<file path="src/rtl/mem_port_arbiter_if.sv">
// Bundle of every signal between the memory port arbiter and its neighbours:
// the fetch stage, the memory stage and the single-port synchronous memory.
// Ports:
//   halt                      - STOP executed, blocks new grants
//   if_req/if_addr            - fetch read request
//   if_grant/if_stall         - fetch ownership / stall
//   if_rvalid/if_rdata        - fetch read return
//   d_req/d_we/d_addr/d_wdata - memory-stage load/store request
//   d_grant/d_stall           - memory-stage ownership / stall
//   d_rvalid/d_rdata          - load return
//   mem_addr/mem_wdata/mem_re/mem_we/mem_rdata - memory port
// Modports: slave = the arbiter, master = the requesters plus memory.
interface mem_port_arbiter_if #(
  parameter int AW = 8,
  parameter int DW = 8
);
  logic          halt;
  logic          if_req;
  logic [AW-1:0] if_addr;
  logic          if_grant;
  logic          if_stall;
  logic          if_rvalid;
  logic [DW-1:0] if_rdata;
  logic          d_req;
  logic          d_we;
  logic [AW-1:0] d_addr;
  logic [DW-1:0] d_wdata;
  logic          d_grant;
  logic          d_stall;
  logic          d_rvalid;
  logic [DW-1:0] d_rdata;
  logic [AW-1:0] mem_addr;
  logic [DW-1:0] mem_wdata;
  logic          mem_re;
  logic          mem_we;
  logic [DW-1:0] mem_rdata;

  modport slave (
    input  halt, if_req, if_addr, d_req, d_we, d_addr, d_wdata, mem_rdata,
    output if_grant, if_stall, if_rvalid, if_rdata,
           d_grant, d_stall, d_rvalid, d_rdata,
           mem_addr, mem_wdata, mem_re, mem_we
  );

  modport master (
    output halt, if_req, if_addr, d_req, d_we, d_addr, d_wdata, mem_rdata,
    input  if_grant, if_stall, if_rvalid, if_rdata,
           d_grant, d_stall, d_rvalid, d_rdata,
           mem_addr, mem_wdata, mem_re, mem_we
  );
endinterface

</file>
<file path="src/rtl/mem_port_arbiter.sv">
// Shares one single-port synchronous memory between instruction fetch and
// the memory stage. Data accesses win by default; a starvation counter hands
// the port to fetch for one cycle after MAX_WAIT consecutive denied fetches.
// Read data comes back one cycle after the grant and is routed to the port
// that issued it, then held per port until that port's next return.
// Ports:
//   clock - rising-edge clock
//   reset - asynchronous active-low reset
//   bus   - mem_port_arbiter_if.slave (requests, grants, stalls, memory port)
module mem_port_arbiter #(
  parameter int AW       = 8,
  parameter int DW       = 8,
  parameter int MAX_WAIT = 4
) (
  input  logic                  clock,
  input  logic                  reset,
  mem_port_arbiter_if.slave     bus
);

  localparam logic [3:0] MAX_W = 4'(MAX_WAIT);

  logic [3:0]    starve_cnt;
  logic          rd_if;
  logic          rd_d;
  logic [DW-1:0] hold_if;
  logic [DW-1:0] hold_d;

  logic          if_grant_c;
  logic          d_grant_c;
  logic          starve_hit;
  logic [AW-1:0] mem_addr_c;
  logic [DW-1:0] mem_wdata_c;
  logic          mem_re_c;
  logic          mem_we_c;

  assign starve_hit = (starve_cnt == MAX_W);

  // Reset is folded into the grant so nothing reaches the memory while the
  // block is held in reset, even though the requests are still live.
  always_comb begin
    if_grant_c = 1'b0;
    d_grant_c  = 1'b0;
    if (reset && !bus.halt) begin
      if (bus.if_req && (!bus.d_req || starve_hit)) begin
        if_grant_c = 1'b1;
      end else if (bus.d_req) begin
        d_grant_c = 1'b1;
      end
    end
  end

  always_comb begin
    mem_addr_c  = '0;
    mem_wdata_c = '0;
    mem_re_c    = 1'b0;
    mem_we_c    = 1'b0;
    if (d_grant_c) begin
      mem_addr_c  = bus.d_addr;
      mem_wdata_c = bus.d_wdata;
      mem_we_c    = bus.d_we;
      mem_re_c    = !bus.d_we;
    end else if (if_grant_c) begin
      mem_addr_c  = bus.if_addr;
      mem_re_c    = 1'b1;
    end
  end

  always_ff @(posedge clock or negedge reset) begin
    if (!reset) begin
      starve_cnt <= 4'd0;
      rd_if      <= 1'b0;
      rd_d       <= 1'b0;
      hold_if    <= '0;
      hold_d     <= '0;
    end else begin
      rd_if <= if_grant_c;
      rd_d  <= d_grant_c && !bus.d_we;
      if (rd_if) hold_if <= bus.mem_rdata;
      if (rd_d)  hold_d  <= bus.mem_rdata;
      // halt freezes the count so fairness history survives a STOP.
      if (!bus.halt) begin
        if (if_grant_c || !bus.if_req) begin
          starve_cnt <= 4'd0;
        end else if (!starve_hit) begin
          starve_cnt <= starve_cnt + 4'd1;
        end
      end
    end
  end

  assign bus.if_grant  = if_grant_c;
  assign bus.d_grant   = d_grant_c;
  assign bus.if_stall  = bus.if_req && !if_grant_c;
  assign bus.d_stall   = bus.d_req && !d_grant_c;
  assign bus.mem_addr  = mem_addr_c;
  assign bus.mem_wdata = mem_wdata_c;
  assign bus.mem_re    = mem_re_c;
  assign bus.mem_we    = mem_we_c;
  assign bus.if_rvalid = rd_if;
  assign bus.d_rvalid  = rd_d;
  // Pass the memory straight through on the return cycle, otherwise show
  // the last value returned to that port.
  assign bus.if_rdata  = rd_if ? bus.mem_rdata : hold_if;
  assign bus.d_rdata   = rd_d  ? bus.mem_rdata : hold_d;

endmodule

</file>
<file path="src/flat_wrapper.sv">
// flat-port wrapper written by rule: the top's interface ports become plain ports
module mem_port_arbiter_flat 
#(
  parameter int AW       = 8,
  parameter int DW       = 8,
  parameter int MAX_WAIT = 4
)
  (clock, reset, bus_halt, bus_if_req, bus_if_addr, bus_d_req, bus_d_we, bus_d_addr, bus_d_wdata, bus_mem_rdata, bus_if_grant, bus_if_stall, bus_if_rvalid, bus_if_rdata, bus_d_grant, bus_d_stall, bus_d_rvalid, bus_d_rdata, bus_mem_addr, bus_mem_wdata, bus_mem_re, bus_mem_we);
  mem_port_arbiter_if #(.AW(AW), .DW(DW)) bus_i ();
  input  logic clock;
  input  logic reset;
  input wire logic [$bits(bus_i.halt)-1:0] bus_halt;
  input wire logic [$bits(bus_i.if_req)-1:0] bus_if_req;
  input wire logic [$bits(bus_i.if_addr)-1:0] bus_if_addr;
  input wire logic [$bits(bus_i.d_req)-1:0] bus_d_req;
  input wire logic [$bits(bus_i.d_we)-1:0] bus_d_we;
  input wire logic [$bits(bus_i.d_addr)-1:0] bus_d_addr;
  input wire logic [$bits(bus_i.d_wdata)-1:0] bus_d_wdata;
  input wire logic [$bits(bus_i.mem_rdata)-1:0] bus_mem_rdata;
  output wire logic [$bits(bus_i.if_grant)-1:0] bus_if_grant;
  output wire logic [$bits(bus_i.if_stall)-1:0] bus_if_stall;
  output wire logic [$bits(bus_i.if_rvalid)-1:0] bus_if_rvalid;
  output wire logic [$bits(bus_i.if_rdata)-1:0] bus_if_rdata;
  output wire logic [$bits(bus_i.d_grant)-1:0] bus_d_grant;
  output wire logic [$bits(bus_i.d_stall)-1:0] bus_d_stall;
  output wire logic [$bits(bus_i.d_rvalid)-1:0] bus_d_rvalid;
  output wire logic [$bits(bus_i.d_rdata)-1:0] bus_d_rdata;
  output wire logic [$bits(bus_i.mem_addr)-1:0] bus_mem_addr;
  output wire logic [$bits(bus_i.mem_wdata)-1:0] bus_mem_wdata;
  output wire logic [$bits(bus_i.mem_re)-1:0] bus_mem_re;
  output wire logic [$bits(bus_i.mem_we)-1:0] bus_mem_we;
  assign bus_i.halt = bus_halt;
  assign bus_i.if_req = bus_if_req;
  assign bus_i.if_addr = bus_if_addr;
  assign bus_i.d_req = bus_d_req;
  assign bus_i.d_we = bus_d_we;
  assign bus_i.d_addr = bus_d_addr;
  assign bus_i.d_wdata = bus_d_wdata;
  assign bus_i.mem_rdata = bus_mem_rdata;
  assign bus_if_grant = bus_i.if_grant;
  assign bus_if_stall = bus_i.if_stall;
  assign bus_if_rvalid = bus_i.if_rvalid;
  assign bus_if_rdata = bus_i.if_rdata;
  assign bus_d_grant = bus_i.d_grant;
  assign bus_d_stall = bus_i.d_stall;
  assign bus_d_rvalid = bus_i.d_rvalid;
  assign bus_d_rdata = bus_i.d_rdata;
  assign bus_mem_addr = bus_i.mem_addr;
  assign bus_mem_wdata = bus_i.mem_wdata;
  assign bus_mem_re = bus_i.mem_re;
  assign bus_mem_we = bus_i.mem_we;
  mem_port_arbiter #(.AW(AW), .DW(DW), .MAX_WAIT(MAX_WAIT)) u_core (.clock(clock), .reset(reset), .bus(bus_i));
endmodule
</file>
<file path="config.mk">
export PLATFORM = sky130hd
export DESIGN_NAME = mem_port_arbiter_flat
export DESIGN_NICKNAME = d
export VERILOG_FILES = /design/src/rtl/mem_port_arbiter_if.sv /design/src/rtl/mem_port_arbiter.sv /design/src/flat_wrapper.sv
export SDC_FILE = /design/constraint.sdc
export NUM_CORES = 1
export LEC_CHECK = 0
export ABC_CLOCK_PERIOD_IN_PS = 1700
export CAP_MARGIN = 20
export CORE_ASPECT_RATIO = 1.2
export CORE_UTILIZATION = 36
export DETAILED_ROUTE_END_ITERATION = 10
export PLACE_DENSITY = 0.86
export SYNTH_ARGS = -nofsm -noshare
export SYNTH_HDL_FRONTEND = slang
export SYNTH_SLANG_ARGS = --single-unit
</file>
<file path="constraint.sdc">
create_clock -name clock -period 1.7 [get_ports clock]
set_input_delay 0.17 -clock clock [delete_from_list [all_inputs] [get_ports clock]]
set_output_delay 0.17 -clock clock [all_outputs]
set_load 0.005 [all_outputs]
</file>
# [Word-level counts from Yosys, hierarchy flattened]
# Cells that the tools add are included.
[op_classes] shifts=0 n_reduce_logical=14 div=0 bitwise=1 n_eq_ne=2 order_cmp=0 n_mux=15 mul=0 n_addsub=1
[op_table] operator="two-way mux 8 bit" count=5
[op_table] operator="two-way mux 1 bit" count=8
[op_table] operator="two-way mux 4 bit" count=2
[op_table] operator="zero test 1 bit" count=6
[op_table] operator="logical AND 1 bit" count=5
[op_table] operator="adder 4 x 1 -> 4 bit (second input constant)" count=1
[op_table] operator="== test 4 x 3 -> 1 bit (second input constant)" count=1
[op_table] operator="logical OR 1 bit" count=2
[op_table] operator="!= test 2 bit (second input constant)" count=1
[op_table] operator="AND reduction 2 bit" count=1
[op_table] operator="inverter 1 bit" count=1
[word_totals] in_bits=38 ram_bits=0 memories=0 latch_bits=0 reg_bits=22 rom_bits=0

# [Depth between registers and ports, before layout]
# Gate-level depths: netlist of run 1.
[logic_depth] depth_word=8 mapped_depth=5 depth_no_buf=5

# [Worst setup path before layout of run 1]
# No wires, ideal clock.
[synth_timing] kind="register to output" startpoint="register u_core.starve_cnt[0]" endpoint="output bus_mem_wdata[0]" path_buffers=0 t_required_ps=1530 path_stages_with_launch=6 path_slack_ps=297 arrival_ps=1233 path_cell_list="dfrtp_1 -> inv_1 -> ha_1 -> and3b_4 -> a21oi_4 -> and3_1"
[synth_via] elab_chain_len=6
[synth_lines] element="start, declared" line="mem_port_arbiter.sv:22" source="logic [3:0] starve_cnt;"
[synth_lines] element="start signal, assigned" line="mem_port_arbiter.sv:85" source="starve_cnt <= starve_cnt + 4'd1;"
[synth_lines] element="== test 4 x 3 -> 1 bit" line="mem_port_arbiter.sv:36" source="assign starve_hit = (starve_cnt == MAX_W);"
[synth_lines] element="logical OR 1 bit" line="mem_port_arbiter.sv:44" source="if (bus.if_req && (!bus.d_req || starve_hit)) begin"
[synth_lines] element="logical AND 1 bit" line="mem_port_arbiter.sv:44"
[synth_lines] element="two-way mux 1 bit" line="mem_port_arbiter.sv:44"
[synth_lines] element="two-way mux 1 bit" line="mem_port_arbiter.sv:43" source="if (reset && !bus.halt) begin"
[synth_lines] element="two-way mux 8 bit" line="mem_port_arbiter.sv:57" source="if (d_grant_c) begin"
[synth_lines] element="end, declared" line="flat_wrapper.sv:29" source="output wire logic [$bits(bus_i.mem_wdata)-1:0] bus_mem_wdata;"
# Every way passes these cells.

# [Worst setup path in the final report of run 1]
[layout_timing] startpoint="register u_core.starve_cnt[1]" endpoint="output bus_mem_addr[4]"
[layout_via] elab_chain_len=7
[layout_lines] element="== test 4 x 3 -> 1 bit *" line="mem_port_arbiter.sv:36"
[layout_lines] element="logical OR 1 bit *" line="mem_port_arbiter.sv:44"
[layout_lines] element="logical AND 1 bit *" line="mem_port_arbiter.sv:44"
[layout_lines] element="two-way mux 1 bit" line="mem_port_arbiter.sv:44"
[layout_lines] element="two-way mux 1 bit" line="mem_port_arbiter.sv:43"
[layout_lines] element="two-way mux 8 bit" line="mem_port_arbiter.sv:62" source="end else if (if_grant_c) begin"
[layout_lines] element="two-way mux 8 bit *" line="mem_port_arbiter.sv:57"
[layout_lines] element="end, declared" line="flat_wrapper.sv:28" source="output wire logic [$bits(bus_i.mem_addr)-1:0] bus_mem_addr;"
# Every way passes the cells marked *; elsewhere a longest branch is shown, timed or not.

==> reports/metrics.sh, run 1 <==
INSERTION_DELAY_NS=0.25
SETUP-TNS-FINAL_NS=-1.58
TIMING.MAX_SLEW.REL_SLACK_PCT=73.1
FILLERS=239
DP_HPWL_MM=2.99
POWER.SHARE.CLOCK_PCT=19.3
MAX_CLOCK_FREQ_MHz=537
FAILED_CHECKS='setup timing'
NETS=268
SYNTH.LARGEST_AREA_CELL='sky130_fd_sc_hd__dfrtp_1'
INITIAL_ANTENNA_VIOLATION_COUNT=0
INITIAL_CORE_UTIL_PCT=37.7
PLACE.PORT_BUFFERS=77
SYNTH.YOSYS.SEQ_AREA_SHARE_PCT=43.7
DRT_FIRST_ITER_VIOLATIONS=14
CLOCK_TREE_FROM_TRITONCTS='done'
VIA_COUNT_OF_THE_FIRST_GLOBAL_ROUTING_PASS=1462
DIE_AREA_UM2=3740
CTS-ROOT-TO-SINK-BUFFERS=2
POWER_LEAKAGE_nW=1.11
POWER_DENSITY_nW_PER_UM2=648
FINAL_ANTENNA_NET_COUNT=0
POWER_FRAC_SEQ_PCT=41.8
INTERNAL_POWER_W=0.00114
GRT_USAGE_PCT=23.6
POST_DRT_VIA_CELL_RATIO=5.23
CRITPATHCAPTURETYPE='primary output'
DRV_SLEW=0
HOLD_VIOL=0
ROOT_BUFFER='sky130_fd_sc_hd__clkbuf_8'
POST_ROUTE_CELLS_DRIVE_ABOVE_1_SHARE_PCT=46.5
NETLIST_INSTANCES=115
SYNTH-MAIN-FF-CELL='sky130_fd_sc_hd__dfrtp_1'
YS_TOP_CELLS_BY_COUNT='sky130_fd_sc_hd__dfrtp_1, sky130_fd_sc_hd__mux2_2, sky130_fd_sc_hd__nand2_1'
WIRELENGTH_MM=4.43
YOSYS.CELL_COUNT.TOP_TYPE='sky130_fd_sc_hd__dfrtp_1'
FIRST_PASS_ITERS=4
SHARE_COMB_OF_TOTAL_POWER_PCT=38.9
SYNTH.FF_LATCH_COUNT=22
POST-SYNTH-TOP-AREA-FRACTION_PCT=43.7
POWER.SHARE.SWITCHING_PCT=26.7
DIE_H_UM=66.8
PIN_COUNT_OF_THE_BIGGEST_NET_ENTERING_GLOBAL_ROUTING=28
GRT_OVERFLOW_TOTAL=0
POST_SYNTH_INSTANCE_AREA_UM2=1260
GRT_SETUP_UNREPAIRED='true'
CLK_PIN_SLEW_NS=0.07
FINAL_MIN_PERIOD_OVER_CLOCK_PERIOD_PCT=109
DETAIL_ROUTE.DRC_VIOLATIONS=0
VDD_IR_DROP_MAX_V=0.000583
PERIOD_NEEDED_NS=1.86
SYN-MEAN-INSTANCE-AREA_UM2=10.9
SETUP_VIOL_COUNT_FINAL=15
YOSYSWARNINGS=0
OUTCOME='complete, but fails checks'
IO-PIN-COUNT=78
TIGHTESTPINTRANSITION_NS=0.403
DIE_WIDTH_UM=56.0
H-TREE-DEPTH=1
PATH_MAX_FANOUT=5
HOLD_PATH_CLASS='in2async'
SYNTH_NETS=155
DESIGN.CORE.AREA_UM2=3340
CTS_NUM_SINKS=22
WORST-ENDPOINT-REQUIRED_NS=1.53
SYNTH-ASYNC-RESET-RATIO_PCT=100
WHS_NS=0.0229
WORSTSETUPPATHTYPE='reg2out'
ROUTED-VIA-COUNT=1375
PLACEMENT.SETUP.WORST_SLACK_NS=-0.332
MAX_CAP_VIOLATIONS=0
ROUTED_WIRE_LENGTH_PER_INSTANCE_UM=16.8
NUM_ANTENNA_CELLS=0
FIN_WORST_SKEW_NS=0.00181
LAYOUT_SETUP_WS_NS=-0.161
BIGGEST_AREA_CONTRIBUTORS_IN_THE_SYNTHESIZED_NETLIST='sky130_fd_sc_hd__dfrtp_1, sky130_fd_sc_hd__mux2_2, sky130_fd_sc_hd__and3_1'
ROWS=23
CTS-BUFFERS-INSERTED=3
WP_DATA_ARRIVAL_NS=1.69
ROUTABILITY_CONGESTION_ESTIMATE_FROM_GLOBAL_PLACEMENT=0.862
GRT_FIRST_PASS_WIRELENGTH_MM=6.78
SWITCHINGPOWER_W=0.000414
CRIT_PATH_START_KIND='flop'
AREAGROWTHSYNTHTOFINISH_PCT=90.1
SYNTH-EDFF-COUNT=0
SYNTH_CELL_TYPES=37
==> registers in the layout, indices dropped and copies added, names as in the netlist <==
register,cells
u_core.bus.if_rvalid,1
u_core.bus.d_rvalid,1
u_core.hold_d,8
u_core.starve_cnt,4
u_core.hold_if,8
==> layout by cell type (no fill, tap or decap), drive strengths merged, types with 9 or more instances in the layout <==
cell type | synthesis | routed
buf | 6 | 55
clkdlybuf4s50 | 0 | 37
dfrtp | 22 | 22
mux2 | 17 | 17
nand2 | 17 | 17
dlygate4sd2 | 0 | 16
o22ai | 9 | 9
and3 | 9 | 9
==> cell type report <==
cell class              instances  area (um2)  share of cell area (%)
multi-input cells              85         763                    31.9
well taps                      37        46.3                    1.94
flip-flops and latches         22         553                    23.1
inverters                       4        15.0                   0.628
repair buffers                112         973                    40.7
clock buffers                   3        41.3                    1.73
==> routing by layer <==
layer | share of wire (%) | GRT usage, % | routed length, um | vias up
met4 | 3.4 | 9.45 | 150 | 0
met3 | 6.5 | 4.47 | 287 | 11
met2 | 55 | 48.5 | 2460 | 80
li1 | - | - | - | 636
met5 | 0 | 0 | 0 | -
met1 | 35 | 22.6 | 1540 | 648
==> logic make-up after synthesis <==
group / Yosys count / share of synthesized area [%]
AOI/OAI and AO/OA: 20 / 12.4
adders and majority gates: 2 / 1.99
buffers and inverters: 10 / 6.26
DFF: 22 / 43.7
muxes: 17 / 15.2
and+or+nand+nor: 44 / 20.4
==> final timing paths <==
kind                                       from              endpoint  slack, ns  cells after the start
hold reg to reg                u_core.hold_d[1]      u_core.hold_d[1]       0.50                      1
min in group clock             u_core.hold_d[1]      u_core.hold_d[1]       0.50                      1
max in group asynchronous                 reset     u_core.hold_if[5]       1.06                      3
setup / recovery           u_core.starve_cnt[1]       bus_mem_addr[4]      -0.16                      7
hold / removal                            reset  u_core.starve_cnt[0]       0.02                      2
setup reg to reg           u_core.starve_cnt[1]  u_core.starve_cnt[0]       0.05                      9
==> stage by stage <==
stage	cell area, um2	total power (W)	util, %	std cells
final	2390	0.00155	71.7	263
after global routing	2390	0.00163	71.7	263
after CTS	2270	0.00153	67.9	259
after detailed placement	2130	0.00125	63.8	237
after global placement	2130	0.00122	63.8	237
after floorplan	1260	0.000866	-	115
==> power groups by stage <==
| stage | registers (W) | logic, W | clock network [W] |
|---|---|---|---|
| floorplan | 0.000648 | 0.000218 | 0 |
| global placement | 0.000649 | 0.000567 | 0 |
| detailed placement | 0.000660 | 0.000592 | 0 |
| CTS | 0.000647 | 0.000572 | 0.000308 |
| global route | 0.000655 | 0.000652 | 0.000326 |
| finish | 0.000648 | 0.000604 | 0.000299 |
==> timing repair <==
action / 4_1_cts / 5_1_grt
setup endpoints to repair: 38 / 24
hold buffers: 0 / 1
gates resized for setup: 118 / 24
cloned: 2 / 0
pin swaps: 25 / 19
endpoints found under the hold margin: 0 / 8
setup buffers: 17 / 5
==> critical path: stages, from the launching register on <==
cell,delay [ns]
sky130_fd_sc_hd__dfrtp_1,0.38
sky130_fd_sc_hd__inv_2,0.05
sky130_fd_sc_hd__ha_4,0.17
sky130_fd_sc_hd__and3b_4,0.21
sky130_fd_sc_hd__buf_6,0.13
sky130_fd_sc_hd__o21ai_4,0.26
sky130_fd_sc_hd__o22ai_2,0.10
sky130_fd_sc_hd__buf_2,0.14
Note: power is estimated with default switching activity, not from simulation.
==> run 2, diff against run 1 <==
--- a/config.mk
+++ b/config.mk
@@ -5,12 +5,13 @@
 export SDC_FILE = /design/constraint.sdc
 export NUM_CORES = 1
 export LEC_CHECK = 0
-export ABC_CLOCK_PERIOD_IN_PS = 1700
 export CAP_MARGIN = 20
+export CELL_PAD_IN_SITES_DETAIL_PLACEMENT = 2
+export CELL_PAD_IN_SITES_GLOBAL_PLACEMENT = 2
 export CORE_ASPECT_RATIO = 1.2
-export CORE_UTILIZATION = 36
+export CORE_UTILIZATION = 21
 export DETAILED_ROUTE_END_ITERATION = 10
-export PLACE_DENSITY = 0.86
+export PLACE_DENSITY = 0.88
 export SYNTH_ARGS = -nofsm -noshare
 export SYNTH_HDL_FRONTEND = slang
 export SYNTH_SLANG_ARGS = --single-unit
==> run 2 against run 1 <==
  * The flow still finishes with violations (setup timing)
  * Worst setup slack worse by 0.017 ns
  * Clock power is 61% higher
  * First-iteration DRC count is 7.1% higher
  * Fmax decreased by 0.91%
  * Via count is 2.1% lower
  * Combinational power rose by 0.8%
  * Register-to-register slack improved by 0.03 ns
  * Critical path depth unchanged
  * Critical path type unchanged
  * Highest routed layer unchanged
==> reports/metrics.sh, run 2 (synthesis results as in run 1) <==
OUTCOME='complete, but fails checks'
FAILED_CHECKS='setup timing'
INITIAL_ANTENNA_VIOLATION_COUNT=0  # unchanged
POST-PLACE-CELLS=283  # +19%
PERIOD_NEEDED_NS=1.88  # +0.0171 ns
DRT_FIRST_ITER_VIOLATIONS=15  # +1
FINAL_CELL_AREA_UM2=2430  # +1.8%
DRV_SLEW=0  # unchanged
CTS-ROOT-TO-SINK-BUFFERS=2  # unchanged
MET3_USAGE_PCT=2.44  # -2.0 points
INTERNAL_POWER_W=0.00130  # +14%
ROUTED-VIA-COUNT=1346  # -2.1%
DP_HPWL_MM=3.48  # +16%
PLACEMENT.CELL_AREA_UM2=2210  # +3.6%
MOST-COMMON-LAYOUT-CELLS='sky130_fd_sc_hd__clkdlybuf4s50_1, sky130_fd_sc_hd__buf_4, sky130_fd_sc_hd__dfrtp_1'
MOST_CONGESTED_LAYER_REPORTED_BY_GLOBAL_ROUTING='met2'
PLACE.PORT_BUFFERS=77  # unchanged
CRIT_PATH_START_KIND='flop'
POWER_FRAC_SEQ_PCT=37.4  # -4.4 points
WIRELENGTH_MM=5.03  # +14%
HOLD_VIOL=0  # unchanged
DETAIL_ROUTE.DRC_VIOLATIONS=0  # unchanged
POWER.SHARE.CLOCK_PCT=27.6  # +8.3 points
GRT_USAGE_PCT=16.9  # -6.6 points
POST_ROUTE_CELLS_DRIVE_ABOVE_1_SHARE_PCT=45.2  # -1.3 points
CLK_PIN_SLEW_NS=0.08  # about the same
IO-PIN-COUNT=78  # unchanged
BUFFERING_STAGE_COUNT_ON_THE_WORST_PATH_WITH_INVERTERS_INCLUDED=3  # unchanged
REG_TOP3='u_core.hold_d (8), u_core.hold_if (8), u_core.starve_cnt (4)'
GRT_SETUP_UNREPAIRED='true'
FINAL_COMMON_CELL='sky130_fd_sc_hd__clkdlybuf4s50_1'
CRITPATHCAPTURETYPE='primary output'
GRT_OVERFLOW_TOTAL=0  # unchanged
AREAGROWTHSYNTHTOFINISH_PCT=93.4
MAX_CAP_VIOLATIONS=0  # unchanged
FIN_CELLS=308  # +17%
WORSTSETUPPATHTYPE='reg2out'
VIA_COUNT_OF_THE_FIRST_GLOBAL_ROUTING_PASS=1551  # +6.1%
POWER.SHARE.SWITCHING_PCT=25.6  # -1.1 points
SWITCHINGPOWER_W=0.000447  # +7.9%
DIE_H_UM=86.8  # +30%
FIN_WORST_SKEW_NS=0.00215  # +0.000333 ns
PATH_CELLS='inv_2, ha_4, and3b_4, buf_6, o21ai_4, o22ai_1, buf_2'
HOLD_PATH_CLASS='in2async'
ROWS=30  # +30%
ROUTED_WIRE_LENGTH_PER_INSTANCE_UM=16.3  # -3.0%
NUM_ANTENNA_CELLS=0  # unchanged
NETS=269  # +0.37%
CPLARGESTDELAYFAMILY='flip-flops'
MAX_CLOCK_FREQ_MHz=532  # -0.91%
FINAL_ANTENNA_NET_COUNT=0  # unchanged
POWER_LEAKAGE_nW=1.12  # +1.2%
DESIGN.CORE.AREA_UM2=5710  # +71%
H-TREE-DEPTH=1  # unchanged
SLOWEST_STAGE_CELL_CP='sky130_fd_sc_hd__dfrtp_1'
GRT_FIRST_PASS_WIRELENGTH_MM=8.07  # +19%
DIE_WIDTH_UM=72.7  # +30%
CLOCK_TREE_FROM_TRITONCTS='done'
PIN_COUNT_OF_THE_BIGGEST_NET_ENTERING_GLOBAL_ROUTING=24  # -14%
SETUP_VIOL_COUNT_FINAL=20  # +5
LAYOUT_SETUP_WS_NS=-0.178  # -0.0171 ns
TIMING.MAX_SLEW.REL_SLACK_PCT=71.1  # -2.0 points
POWER_DENSITY_nW_PER_UM2=716  # +10%
CTS_NUM_SINKS=22  # unchanged
TIMING.CRITICAL_PATH.SLOWEST_CELL_DELAY_NS=0.40  # +0.02 ns
PATH_MAX_FANOUT=5  # unchanged
INSERTION_DELAY_NS=0.26  # about the same
DIE_AREA_UM2=6310  # +69%
TIGHTESTPINTRANSITION_NS=0.434  # +0.0303 ns
INITIAL_CORE_UTIL_PCT=22.1  # -16 points
GRT.MET2_USAGE_PCT=34.2  # -14 points
ROUTABILITY_CONGESTION_ESTIMATE_FROM_GLOBAL_PLACEMENT=0.742  # -14%
CTS_HOLD_BUF=0  # unchanged
POST_DRT_VIA_CELL_RATIO=4.37  # -16%
WORST-ENDPOINT-REQUIRED_NS=1.53  # about the same
CTS-BUFFERS-INSERTED=3  # unchanged
SETUP-TNS-FINAL_NS=-2.89  # -1.31 ns
GRT.MET1_USAGE_PCT=17.4  # -5.3 points
ROOT_BUFFER='sky130_fd_sc_hd__clkbuf_8'
FINAL_MIN_PERIOD_OVER_CLOCK_PERIOD_PCT=110  # +1.0 points
VDD_IR_DROP_MAX_V=0.000218  # -63%
FILLERS=615  # +160%
WP_DATA_ARRIVAL_NS=1.71  # +0.02 ns
FIRST_PASS_ITERS=2  # -2
SHARE_COMB_OF_TOTAL_POWER_PCT=35.0  # -3.9 points
-- run 2: cell count changes in the layout (fill, tap and decap cells not counted), moves of 3 or more --
cell,change
sky130_fd_sc_hd__o22ai_1,+3
sky130_fd_sc_hd__buf_2,+3
sky130_fd_sc_hd__o22ai_2,-3
sky130_fd_sc_hd__clkdlybuf4s15_1,+5
sky130_fd_sc_hd__dlygate4sd2_1,-4
sky130_fd_sc_hd__and3_1,+3
sky130_fd_sc_hd__buf_6,-3
sky130_fd_sc_hd__and3_4,-3
-- run 2: metrics by stage --
stage	util, %	power [W]	setup WS [ns]	hold slack (ns)
floorplan	-	0.000866	0.297	-0.126
global placement	38.7	0.00123	-0.337	0.480
detailed placement	38.7	0.00126	-0.338	0.485
CTS	42.1	0.00175	-0.213	0.0332
global route	42.7	0.00184	-0.283	0.0550
finish	42.7	0.00174	-0.178	0.0469
-- run 2: final timing paths --
kind,start,end,slack [ns],depth (start not counted)
worst max register to register,u_core.starve_cnt[1],u_core.starve_cnt[0],0.08,8
worst max-delay path,u_core.starve_cnt[1],bus_mem_addr[1],-0.18,7
worst min register to register,u_core.hold_d[0],u_core.hold_d[0],0.50,1
max in group asynchronous,reset,u_core.bus.d_rvalid,1.39,3
min in group clock,u_core.hold_d[0],u_core.hold_d[0],0.50,1
worst min-delay path,reset,u_core.hold_if[3],0.05,2
-- run 2: metal layers --
metal	wire length, um	vias to the layer above
met5	0	-
met2	2870	47
met4	48	0
li1	-	638
met3	231	4
met1	1880	657
-- run 2: worst reg2reg max path: stages (launching register included) --
cell	delay, ns
sky130_fd_sc_hd__dfrtp_1	0.41
sky130_fd_sc_hd__inv_2	0.08
sky130_fd_sc_hd__ha_4	0.15
sky130_fd_sc_hd__nand4b_1	0.12
sky130_fd_sc_hd__buf_4	0.17
sky130_fd_sc_hd__buf_4	0.12
sky130_fd_sc_hd__buf_4	0.12
sky130_fd_sc_hd__o21bai_1	0.20
sky130_fd_sc_hd__mux2_2	0.19
-- run 2: power groups by stage --
| stage | sequential, W | combinational (W) | clock [W] |
|---|---|---|---|
| after floorplan | 0.000648 | 0.000218 | 0 |
| after global placement | 0.000650 | 0.000581 | 0 |
| after detailed placement | 0.000660 | 0.000605 | 0 |
| after CTS | 0.000650 | 0.000596 | 0.000502 |
| after global routing | 0.000661 | 0.000658 | 0.000524 |
| final | 0.000652 | 0.000609 | 0.000482 |
-- run 2: layout make-up --
cell class | instances | area [um2] | share of cell area, %
clock buffers | 3 | 41.3 | 1.70
inverters | 4 | 15.0 | 0.617
well taps | 80 | 100 | 4.11
clock inverters | 1 | 30.0 | 1.23
flip-flops and latches | 22 | 553 | 22.7
repair buffers | 113 | 975 | 40.0
multi-input cells | 85 | 721 | 29.6
-- run 2: timing repair --
action | in CTS | in global routing
gates cloned | 2 | 0
setup endpoints to repair | 39 | 28
pin swaps | 28 | 10
resized for setup | 129 | 10
setup buffers | 17 | 3
==> run 3, diff against run 2 <==
--- a/config.mk
+++ b/config.mk
@@ -5,13 +5,15 @@
 export SDC_FILE = /design/constraint.sdc
 export NUM_CORES = 1
 export LEC_CHECK = 0
+export ABC_AREA = 1
 export CAP_MARGIN = 20
 export CELL_PAD_IN_SITES_DETAIL_PLACEMENT = 2
 export CELL_PAD_IN_SITES_GLOBAL_PLACEMENT = 2
 export CORE_ASPECT_RATIO = 1.2
-export CORE_UTILIZATION = 21
+export CORE_UTILIZATION = 19
+export CTS_CLUSTER_DIAMETER = 60
 export DETAILED_ROUTE_END_ITERATION = 10
-export PLACE_DENSITY = 0.88
+export PLACE_DENSITY = 0.87
 export SYNTH_ARGS = -nofsm -noshare
 export SYNTH_HDL_FRONTEND = slang
 export SYNTH_SLANG_ARGS = --single-unit
==> run 3 against run 2 <==
  * The run still ends with setup timing left
  * Count of clock-buffer cells in the layout stayed put
  * Fmax is 2.6% lower
  * Sequential power hardly changed
  * Utilization is 0.87 points higher
  * Sequential share of layout area is 0.84 points lower
  * Clock skew is 0.0024 ns higher
  * First-iteration DRC count is 73% higher
  * Via count is 0.15% higher
  * Power is 10% lower
  * Synthesized cell count is 7.8% higher
  * Area after synthesis is 7.1% lower
  * Largest cell class unchanged
==> reports/metrics.sh, run 3 <==
VDD_IR_DROP_MAX_V=0.000272  # +25%
FINAL_COMMON_CELL='sky130_fd_sc_hd__clkdlybuf4s50_1'
VIA_COUNT_OF_THE_FIRST_GLOBAL_ROUTING_PASS=1505  # -3.0%
SYNTH.LARGEST_AREA_CELL='sky130_fd_sc_hd__dfrtp_1'
FIN_WORST_SKEW_NS=0.00454  # +0.00240 ns
NUM_ANTENNA_CELLS=0  # unchanged
HOLD_VIOL=0  # unchanged
P_TOTAL_W=0.00156  # -10%
DIE_H_UM=88.0  # +1.3%
NETLIST_INSTANCES=124  # +7.8%
YOSYSWARNINGS=0  # unchanged
DRT_FIRST_ITER_VIOLATIONS=26  # +11
INTERNAL_POWER_W=0.00114  # -12%
POWER.SHARE.CLOCK_PCT=19.5  # -8.1 points
FILLERS=651  # +5.9%
DIE_WIDTH_UM=73.6  # +1.3%
OUTCOME='complete, but fails checks'
PERIOD_NEEDED_NS=1.93  # +0.0493 ns
GRT_FIRST_PASS_WIRELENGTH_MM=7.31  # -9.4%
PLACE.PORT_BUFFERS=77  # unchanged
ROOT_BUFFER='sky130_fd_sc_hd__clkbuf_8'
TIMING.CRITICAL_PATH.SLOWEST_CELL_DELAY_NS=0.39  # about the same
PATH_MAX_FANOUT=4  # -1
CTS_NUM_SINKS=22  # unchanged
YS_TOP_CELLS_BY_COUNT='sky130_fd_sc_hd__nand2_1, sky130_fd_sc_hd__dfrtp_1, sky130_fd_sc_hd__inv_1'
POWER_LEAKAGE_nW=1.29  # +16%
GRT_SETUP_UNREPAIRED='true'
SYN-MEAN-INSTANCE-AREA_UM2=9.43  # -14%
DESIGN.CORE.AREA_UM2=5780  # +1.3%
IO-PIN-COUNT=78  # unchanged
WP_DATA_ARRIVAL_NS=1.76  # +0.05 ns
AREAGROWTHSYNTHTOFINISH_PCT=115
FIRST_PASS_ITERS=4  # +2
CLOCK_TREE_FROM_TRITONCTS='done'
YOSYS.CELL_COUNT.TOP_TYPE='sky130_fd_sc_hd__nand2_1'
HOLD_PATH_CLASS='in2async'
DETAIL_ROUTE.DRC_VIOLATIONS=0  # unchanged
TIGHTESTPINTRANSITION_NS=0.282  # -0.152 ns
GRT_USAGE_PCT=15.1  # -1.9 points
ROUTED_WIRE_LENGTH_PER_INSTANCE_UM=15.8  # -3.5%
NETS=289  # +7.4%
POWER.SHARE.SWITCHING_PCT=27.1  # +1.5 points
CLK_PIN_SLEW_NS=0.07  # about the same
CRITPATHCAPTURETYPE='primary output'
MAX_CLOCK_FREQ_MHz=519  # -2.6%
FINAL_MIN_PERIOD_OVER_CLOCK_PERIOD_PCT=113  # +2.9 points
WORST-ENDPOINT-REQUIRED_NS=1.53  # about the same
SYNTH.YOSYS.SEQ_AREA_SHARE_PCT=47.1  # +3.3 points
POST-PLACE-CELLS=296  # +4.6%
BUFFERING_STAGE_COUNT_ON_THE_WORST_PATH_WITH_INVERTERS_INCLUDED=5  # +2
SHARE_COMB_OF_TOTAL_POWER_PCT=38.8  # +3.8 points
FINALCOREUTILIZATION_PCT=43.5  # +0.87 points
CRIT_PATH_START_KIND='flop'
MAX_CAP_VIOLATIONS=0  # unchanged
SYNTH-EDFF-COUNT=0  # unchanged
CTS-BUFFERS-INSERTED=3  # unchanged
POWER_DENSITY_nW_PER_UM2=621  # -13%
DRV_SLEW=0  # unchanged
POST_ROUTE_CELLS_DRIVE_ABOVE_1_SHARE_PCT=49.0  # +3.8 points
WORSTSETUPPATHTYPE='reg2out'
REG_TOP3='u_core.hold_d (8), u_core.hold_if (8), u_core.starve_cnt (4)'
FAILED_CHECKS='setup timing'
PATH_CELLS='inv_2, ha_4, nand3_4, nand2_4, nand2_4, nand3_4, clkinv_4, buf_6, buf_4, nand2_1, nand2_1, buf_2'
POST-SYNTH-TOP-AREA-FRACTION_PCT=47.1  # +3.3 points
H-TREE-DEPTH=1  # unchanged
GRT_OVERFLOW_TOTAL=0  # unchanged
INSERTION_DELAY_NS=0.25  # about the same
CTS-ROOT-TO-SINK-BUFFERS=2  # unchanged
CTS_HOLD_BUF=0  # unchanged
ROUTED-VIA-COUNT=1348  # +0.15%
ROUTABILITY_CONGESTION_ESTIMATE_FROM_GLOBAL_PLACEMENT=0.800  # +7.8%
WIRELENGTH_MM=5.15  # +2.4%
FIN_CELLS=327  # +6.2%
SYNTH-MAIN-FF-CELL='sky130_fd_sc_hd__dfrtp_1'
SYNTH-ASYNC-RESET-RATIO_PCT=100  # unchanged
SLOWEST_STAGE_CELL_CP='sky130_fd_sc_hd__dfrtp_1'
INITIAL_CORE_UTIL_PCT=20.2  # -1.8 points
PIN_COUNT_OF_THE_BIGGEST_NET_ENTERING_GLOBAL_ROUTING=23  # -4.2%
SETUP_VIOL_COUNT_FINAL=19  # -5.0%
TIMING.MAX_SLEW.REL_SLACK_PCT=81.2  # +10 points
POST_SYNTH_INSTANCE_AREA_UM2=1170  # -7.1%
SWITCHINGPOWER_W=0.000425  # -4.9%
FINAL_ANTENNA_NET_COUNT=0  # unchanged
POWER_FRAC_SEQ_PCT=41.7  # +4.3 points
SYNTH.FF_LATCH_COUNT=22  # unchanged
MOST-COMMON-LAYOUT-CELLS='sky130_fd_sc_hd__clkdlybuf4s50_1, sky130_fd_sc_hd__buf_4, sky130_fd_sc_hd__nand2_1'
DP_HPWL_MM=3.15  # -9.6%
SYNTH_NETS=164  # +5.8%
BIGGEST_AREA_CONTRIBUTORS_IN_THE_SYNTHESIZED_NETLIST='sky130_fd_sc_hd__dfrtp_1, sky130_fd_sc_hd__mux2_2, sky130_fd_sc_hd__nand2_1'
DIE_AREA_UM2=6480  # +2.7%
ROWS=30  # unchanged
INITIAL_ANTENNA_VIOLATION_COUNT=0  # unchanged
LAYOUT_SETUP_WS_NS=-0.228  # -0.0493 ns
SYNTH_CELL_TYPES=20  # -46%
CPLARGESTDELAYFAMILY='buffers and inverters'
POST_DRT_VIA_CELL_RATIO=4.12  # -5.7%
-- run 3: logic make-up (layout without fill, tap and decap cells) --
logic type	after synthesis	after routing	synth area share (%)
AO/OA/AOI/OAI	2	2	2.03
XOR/XNOR	1	1	0.749
adder cells (fa/ha/maj)	2	2	2.14
buffers and inverters	22	145	8.24
flip-flops	22	22	47.1
multiplexers	16	16	15.4
AND/OR/NAND/NOR	59	59	24.4
-- run 3: worst paths after layout --
| path | start | end | slack [ns] | cells after the start |
|---|---|---|---|---|
| setup / recovery | u_core.starve_cnt[0] | bus_mem_addr[1] | -0.23 | 12 |
| hold / removal | reset | u_core.hold_d[4] | 0.30 | 2 |
| setup reg to reg | u_core.starve_cnt[1] | u_core.bus.if_rvalid | 0.08 | 11 |
| hold reg to reg | u_core.hold_d[7] | u_core.hold_d[7] | 0.50 | 1 |
| max in group asynchronous | reset | u_core.starve_cnt[2] | 1.18 | 2 |
| min in group clock | u_core.hold_d[7] | u_core.hold_d[7] | 0.50 | 1 |
-- run 3: cell type report --
class | count | area [um2] | area share (%)
clock buffers | 3 | 41.3 | 1.64
repair inverters | 1 | 11.3 | 0.447
well taps | 80 | 100 | 3.98
repair buffers | 122 | 1080 | 42.7
flip-flops and latches | 22 | 551 | 21.9
inverters | 19 | 81.3 | 3.23
multi-input cells | 80 | 657 | 26.1
-- run 3: worst register-to-register path, stage by stage, from the launching register on --
cell and delay (ns):
sky130_fd_sc_hd__dfrtp_1 0.37, sky130_fd_sc_hd__inv_2 0.06, sky130_fd_sc_hd__ha_4 0.16, sky130_fd_sc_hd__nand3_4 0.10, sky130_fd_sc_hd__nand2_4 0.07, sky130_fd_sc_hd__buf_6 0.14
sky130_fd_sc_hd__nand3_4 0.08, sky130_fd_sc_hd__buf_6 0.12, sky130_fd_sc_hd__inv_8 0.04, sky130_fd_sc_hd__buf_4 0.12, sky130_fd_sc_hd__buf_4 0.13, sky130_fd_sc_hd__buf_4 0.12
-- run 3: metal layers --
| layer | track usage (%) | part of all wire (%) | vias up |
|---|---|---|---|
| met5 | 0 | 0 | - |
| met4 | 4.20 | 1.1 | 0 |
| met3 | 2.19 | 3.9 | 4 |
| met2 | 31.4 | 60 | 47 |
| met1 | 14.9 | 35 | 663 |
| li1 | - | - | 634 |
-- run 3: through the flow --
stage          hold slack, ns  cell area, um2  TNS (ns)  worst slack [ns]
6_report                0.300            2520     -2.81            -0.228
5_1_grt                 0.312            2520     -5.08            -0.338
4_1_cts                 0.305            2400     -2.63            -0.212
3_5_place_dp            0.488            2150     -5.95            -0.341
3_3_place_gp            0.480            2150     -5.16            -0.283
2_1_floorplan          -0.126            1170         0             0.259
-- run 3: power groups by stage --
stage / Clock (W) / Combinational, W / Sequential, W
6_report: 0.000305 / 0.000607 / 0.000653
5_1_grt: 0.000343 / 0.000662 / 0.000663
4_1_cts: 0.000318 / 0.000578 / 0.000651
3_5_place_dp: 0 / 0.000587 / 0.000659
3_3_place_gp: 0 / 0.000567 / 0.000651
2_1_floorplan: 0 / 0.000191 / 0.000654
-- run 3: what timing repair did --
action,4_1_cts,5_1_grt
buffers inserted,22,5
cloned,3,0
endpoints found under the setup margin,38,29
pin swaps,4,7
resized for setup,138,39
